$ cat src/rtl/spi_reg_bridge.sv
// spi_reg_bridge: turns completed SPI frames from SPI_Periphery into register
// writes/reads on a small configuration bank. The readback word for a frame is
// shifted out by SPI_Periphery during the following frame.
module spi_reg_bridge #(
  parameter int LENGTH_RECIEVED = 16,
  parameter int DATA_W          = 12,
  parameter int ADDR_W          = 3,
  parameter int SYNC_STAGES     = 2,
  parameter int SETTLE          = 2
) (
  input  logic                  clk,
  input  logic                  rst,
  input  logic                  SCK,
  input  logic                  CS,
  input  logic [15:0]           COPI_register,
  output logic [15:0]           data_send,
  output logic [7*DATA_W-1:0]   cfg_regs,
  output logic                  wr_strobe,
  output logic [ADDR_W-1:0]     wr_addr,
  output logic [7:0]            err_cnt,
  output logic                  busy
);

  typedef enum logic [2:0] {
    S_DISCARD,
    S_IDLE,
    S_SHIFT,
    S_SETTLE,
    S_EXEC,
    S_HOLD
  } state_t;

  state_t                  r_state;
  logic [SYNC_STAGES-1:0]  r_sckSync;
  logic [SYNC_STAGES-1:0]  r_csSync;
  logic                    r_sckPrev;
  logic                    r_csPrev;
  logic [5:0]              r_edgeCnt;
  logic [3:0]              r_settleCnt;
  logic [15:0]             r_word;
  logic [15:0]             r_pending;
  logic [15:0]             r_dataSend;
  logic [DATA_W-1:0]       r_cfg [0:7];
  logic                    r_wrStrobe;
  logic [ADDR_W-1:0]       r_wrAddr;
  logic [7:0]              r_errCnt;

  logic                    w_csLevel;
  logic                    w_sckRise;
  logic                    w_csRise;
  logic                    w_csFall;
  logic                    w_lastEdge;
  logic                    w_isWrite;
  logic [ADDR_W-1:0]       w_addr;
  logic [DATA_W-1:0]       w_data;
  logic [DATA_W-1:0]       w_entryVal;

  // Edge detection compares the last synchronizer stage against its delayed copy.
  assign w_csLevel  = r_csSync[SYNC_STAGES-1];
  assign w_sckRise  = r_sckSync[SYNC_STAGES-1] & ~r_sckPrev;
  assign w_csRise   = w_csLevel & ~r_csPrev;
  assign w_csFall   = ~w_csLevel & r_csPrev;
  assign w_lastEdge = w_sckRise & ~w_csLevel &
                      (r_edgeCnt == 6'(LENGTH_RECIEVED - 1));

  // Fields of the captured frame word.
  assign w_isWrite = r_word[15];
  assign w_addr    = r_word[12 +: ADDR_W];
  assign w_data    = r_word[0 +: DATA_W];

  // Current value of the addressed entry; entry 7 is the status word.
  always_comb begin
    w_entryVal = r_cfg[w_addr];
    if (w_addr == {ADDR_W{1'b1}}) begin
      w_entryVal = {{(DATA_W-8){1'b0}}, r_errCnt};
    end
  end

  // Synchronizers reset low so a reset inside a frame keeps DISCARD until CS is truly high.
  always_ff @(posedge clk) begin
    if (rst) begin
      r_sckSync <= '0;
      r_csSync  <= '0;
      r_sckPrev <= 1'b0;
      r_csPrev  <= 1'b0;
    end else begin
      r_sckSync <= {r_sckSync[SYNC_STAGES-2:0], SCK};
      r_csSync  <= {r_csSync[SYNC_STAGES-2:0], CS};
      r_sckPrev <= r_sckSync[SYNC_STAGES-1];
      r_csPrev  <= r_csSync[SYNC_STAGES-1];
    end
  end

  // SCK rising-edge counter for the current frame, saturating so long frames are harmless.
  always_ff @(posedge clk) begin
    if (rst) begin
      r_edgeCnt <= '0;
    end else if (w_csLevel) begin
      r_edgeCnt <= '0;
    end else if (w_sckRise && (r_edgeCnt != 6'd63)) begin
      r_edgeCnt <= r_edgeCnt + 6'd1;
    end
  end

  // Frame sequencing, register bank, error counter and readback staging.
  always_ff @(posedge clk) begin
    if (rst) begin
      r_state     <= S_DISCARD;
      r_settleCnt <= '0;
      r_word      <= '0;
      r_pending   <= '0;
      r_dataSend  <= '0;
      r_wrStrobe  <= 1'b0;
      r_wrAddr    <= '0;
      r_errCnt    <= '0;
      for (int i = 0; i < 8; i++) begin
        r_cfg[i] <= '0;
      end
    end else begin
      r_wrStrobe <= 1'b0;
      case (r_state)
        S_DISCARD: begin
          if (w_csLevel) begin
            r_state <= S_IDLE;
          end
        end
        S_IDLE: begin
          if (w_csFall) begin
            r_state <= S_SHIFT;
          end
        end
        S_SHIFT: begin
          if (w_csRise) begin
            r_errCnt <= (r_errCnt == 8'hFF) ? r_errCnt : r_errCnt + 8'd1;
            r_state  <= S_IDLE;
          end else if (w_lastEdge) begin
            r_settleCnt <= '0;
            r_state     <= S_SETTLE;
          end
        end
        S_SETTLE: begin
          if (w_csRise) begin
            r_errCnt <= (r_errCnt == 8'hFF) ? r_errCnt : r_errCnt + 8'd1;
            r_state  <= S_IDLE;
          end else if (r_settleCnt == 4'(SETTLE - 1)) begin
            r_word  <= COPI_register;
            r_state <= S_EXEC;
          end else begin
            r_settleCnt <= r_settleCnt + 4'd1;
          end
        end
        S_EXEC: begin
          if (w_isWrite) begin
            if (w_addr != {ADDR_W{1'b1}}) begin
              r_cfg[w_addr] <= w_data;
              r_wrStrobe    <= 1'b1;
              r_wrAddr      <= w_addr;
              r_pending     <= {1'b1, w_addr, w_data};
            end else begin
              r_errCnt  <= '0;
              r_pending <= {1'b1, w_addr, {DATA_W{1'b0}}};
            end
          end else begin
            r_pending <= {1'b0, w_addr, w_entryVal};
          end
          r_state <= S_HOLD;
        end
        S_HOLD: begin
          if (w_csLevel) begin
            r_dataSend <= r_pending;
            r_state    <= S_IDLE;
          end
        end
        default: begin
          r_state <= S_DISCARD;
        end
      endcase
    end
  end

  // Flattened view of entries 0..6 for the PWM/control logic.
  for (genvar g = 0; g < 7; g++) begin : g_cfgFlat
    assign cfg_regs[g*DATA_W +: DATA_W] = r_cfg[g];
  end

  assign data_send = r_dataSend;
  assign wr_strobe = r_wrStrobe;
  assign wr_addr   = r_wrAddr;
  assign err_cnt   = r_errCnt;
  assign busy      = (r_state != S_IDLE);

endmodule

$ cat config.mk
export PLATFORM = sky130hd
export DESIGN_NAME = spi_reg_bridge
export DESIGN_NICKNAME = d
export VERILOG_FILES = /design/src/rtl/spi_reg_bridge.sv
export SDC_FILE = /design/constraint.sdc
export NUM_CORES = 1
export LEC_CHECK = 0
export BUFFER_PORTS_ARGS = -buffer_cell sky130_fd_sc_hd__buf_2
export CAP_MARGIN = 20
export CELL_PAD_IN_SITES_DETAIL_PLACEMENT = 1
export CELL_PAD_IN_SITES_GLOBAL_PLACEMENT = 1
export CORE_ASPECT_RATIO = 1.4
export CORE_UTILIZATION = 44
export DETAILED_ROUTE_END_ITERATION = 8
export HOLD_SLACK_MARGIN = 0.05
export PLACE_DENSITY_LB_ADDON = 0.1
export SLEW_MARGIN = 10
export SYNTH_ARGS = -nofsm -noshare
export SYNTH_HDL_FRONTEND = slang
export SYNTH_SLANG_ARGS = --single-unit
$ cat constraint.sdc
create_clock -name clk -period 3.23 [get_ports clk]
set_input_delay 0.646 -clock clk [delete_from_list [all_inputs] [get_ports clk]]
set_output_delay 0.646 -clock clk [all_outputs]
set_load 0.02 [all_outputs]
==> flow_summary.yaml <==
cts:
  h-tree-depth: 4
  ctsResizeCount: 0
  cts_buffer_depth: 2
  cts-root-buf: "clkbuf_16"
  postCtsHoldBufs: 0
  cts_setup_buffers: 0
  clkLatencyLatePin_ns: 0.44
  cts_sinks: 178
  cts_tree: "done"
  clkTransAtPathRegs_ns: 0.07
  numCtsBuffers: 17
floorplanning:
  die_h_um: 157.9
  dieArea_sq_um: 17890
  num_io_pins: 133
  start_util: 0.4521
  die_w_um: 113.3
  core_area_sq_um: 16890
  rows: 56
run:
  drv_cap: 0
place:
  dp_worst_setup_slack_ns: 0.7945
  place.port_buffers: 132
  hpwl_um: 16860
  placed_area_sq_um: 8557
  gp_congestion: 0.8572
global_route:
  globalRouteOverflowTotal: 0
  grt_use_total: 0.2747
  antenna_found_initial: 0
  grt_max_degree: 57
  grt_pass1_wl_um: 35260
  grt_pass1_vias: 5932
routing:
  ant_nets: 0
  first_iter_violations: 369
  drc: 0
  num_vias: 5711
  wl_per_cell_um: 22.51
  via_per_inst: 5.491
  drt_wl_total_um: 23410
  first_pass_iters: 5
yosys:
  synth_top_family_by_area: "simple AND/OR/NAND/NOR gates"
  yosys.area_share.simple: 0.1821
  syn_avg_cell_area_sq_um: 11.55
  synth_fa_ha_area_frac: 0.006556
  synth_seq_cells: 178
  yosys-top-cells-area: "edfxtp_1 (38%), dfxtp_1 (22%), mux2i_1 (7.3%)"
  synthMostInstantiatedCell: "edfxtp_1"
  synth_area_sq_um: 7634
  synth-xor-area-share: 0.005737
  ys_seq_area_frac: 0.5927
  synth.distinct_cells: 54
  synth_ff_type: "edfxtp_1"
  synth-edff-count: 96
  synth_compound_area_frac: 0.08802
  netlist.area_leader.share: 0.3776
  syn_inst: 661
  yosysWarnings: 0
  synthArstFlopShare: 0
  synth_area_leader_cell: "edfxtp_1"
  synthMuxAreaShare: 0.09703
  yosys-top-cells-count: "edfxtp_1 (96), and2_1 (85), dfxtp_1 (82), mux2i_1 (56), nand2_1 (55)"
timing:
  grt_setup_unrepaired: "false"
  hold_viol: 0
  timing.fmax_mhz: 407.3
  worst_slack_ns: 0.7748
  finalSetupTns_ns: 0
  fin_crit_sh: 0.7601
  finalClockSkew_ns: 0.009761
  slew_viol_final: 0
  slew_headroom: 0.4628
  tightest_slew_ns: 0.8028
  setup_viol: 0
  period_needed_ns: 2.455
cells_and_area:
  diodes: 0
  nNetsFinal: 819
  fillers: 1855
  drive_above_1_share: 0.2512
  fin_area_sq_um: 9149
  syn_to_final_growth_pct: 19.85
setup_path:
  cp.required_ns: 3.57
  cp-startpoint: "r_state[2]"
  cp_max_fo: 12
  critical_path_class: "register to register"
  cp-end-kind: "register"
  critPathLaunchType: "register"
  r2r_start: "r_state[2]"
  cp.arrival_ns: 2.80
power_and_ir_drop:
  powerDensity_nw_per_um2: 558.8
  total_leakage_power_nw: 3.690
  vdd_drop_max_mv: 0.3902
status:
  status: "finished, final reports clean"
min_path:
  min_from: "CS"
  min_path_type: "input pin to register"
[stage by stage]
stage / std cells / power (W) / util / hold slack (ns)
final: 1040 / 0.005112 / 0.5418 / 0.4359
after global routing: 1040 / 0.005284 / 0.5418 / 0.4368
after CTS: 1040 / 0.005141 / 0.5418 / 0.4244
after detailed placement: 1008 / 0.003086 / 0.5067 / 0.4265
after global placement: 1008 / 0.003069 / 0.5067 / 0.4357
after floorplan: 672 / 0.002927 / - / 0.4138
[kinds of logic (layout without fill, tap and decap cells)]
logic type / after synthesis / count (layout)
compound gates: 102 / 102
xor+xnor: 5 / 5
fa+ha+maj: 4 / 4
buf+inv: 49 / 185
flops: 178 / 178
mux: 64 / 64
other cells: 1 / 12
simple gates: 258 / 258
[path summary, 6_finish.rpt]
path                            cells past startpoint  slack, ns           end
worst min-delay path                                2       0.44   r_csSync[0]
worst min register to register                      2       0.46  data_send[8]
worst max register to register                      6       0.77  r_pending[5]
worst max-delay path                                6       0.77  r_pending[5]
[sequential cells by signal, summed over array words and instances (netlist names), 3 cells and up, named ones only]
register     count
r_pending       16
r_word          16
data_send       16
wr_addr          3
r_edgeCnt        6
r_cfg           96
r_settleCnt      4
err_cnt          8
r_state          3
[layer usage]
layer / vias to the layer above / GRT usage / routed length [um] / part of all wire
met5: - / 0 / 0 / 0
met4: 0 / 0.1391 / 952 / 0.041
met3: 46 / 0.04441 / 1012 / 0.043
met2: 189 / 0.5004 / 12330 / 0.53
met1: 2839 / 0.3098 / 9116 / 0.39
li1: 2637 / - / - / -
[worst max-delay path, cell delays in order (launching register included)]
cell,delay (ns)
dfxtp_1,0.50
or3b_1,0.60
nor3_4,0.18
buf_4,0.19
nand2_2,0.10
or3_1,0.50
o221ai_1,0.27
[placed cells by master (no fill, tap or decap), drive strengths merged, types with 6 or more instances in the layout]
cell	count
a21oi	33
a221oi	8
and2	85
and3	8
buf	148
clkbuf	17
conb	12
dfxtp	82
edfxtp	96
inv	14
mux2i	56
mux4	8
nand2	56
nand2b	6
nand3	8
nor2	48
nor2b	9
nor3	7
o21ai	15
o221ai	16
o22ai	13
or2	6
[report_power, final]
group	switching [W]	total, W	internal, W	leakage [nW]
logic	0.000288	0.000453	0.000165	1.75
registers	0.0000961	0.00259	0.00249	1.65
clock network	0.000968	0.00207	0.00110	0.294
total	0.00135	0.00511	0.00376	3.69
[layout make-up]
type	count	area (sq um)	area share
Sequential cell	178	4526	0.4947
Multi-Input combinational cell	445	2942	0.3215
Timing Repair Buffer	148	780.7	0.08534
Clock buffer	17	425.4	0.04650
Tap cell	232	290.3	0.03173
Clock inverter	15	166.4	0.01819
Inverter	5	18.77	0.002051
Power figures use the tool's default switching activity.
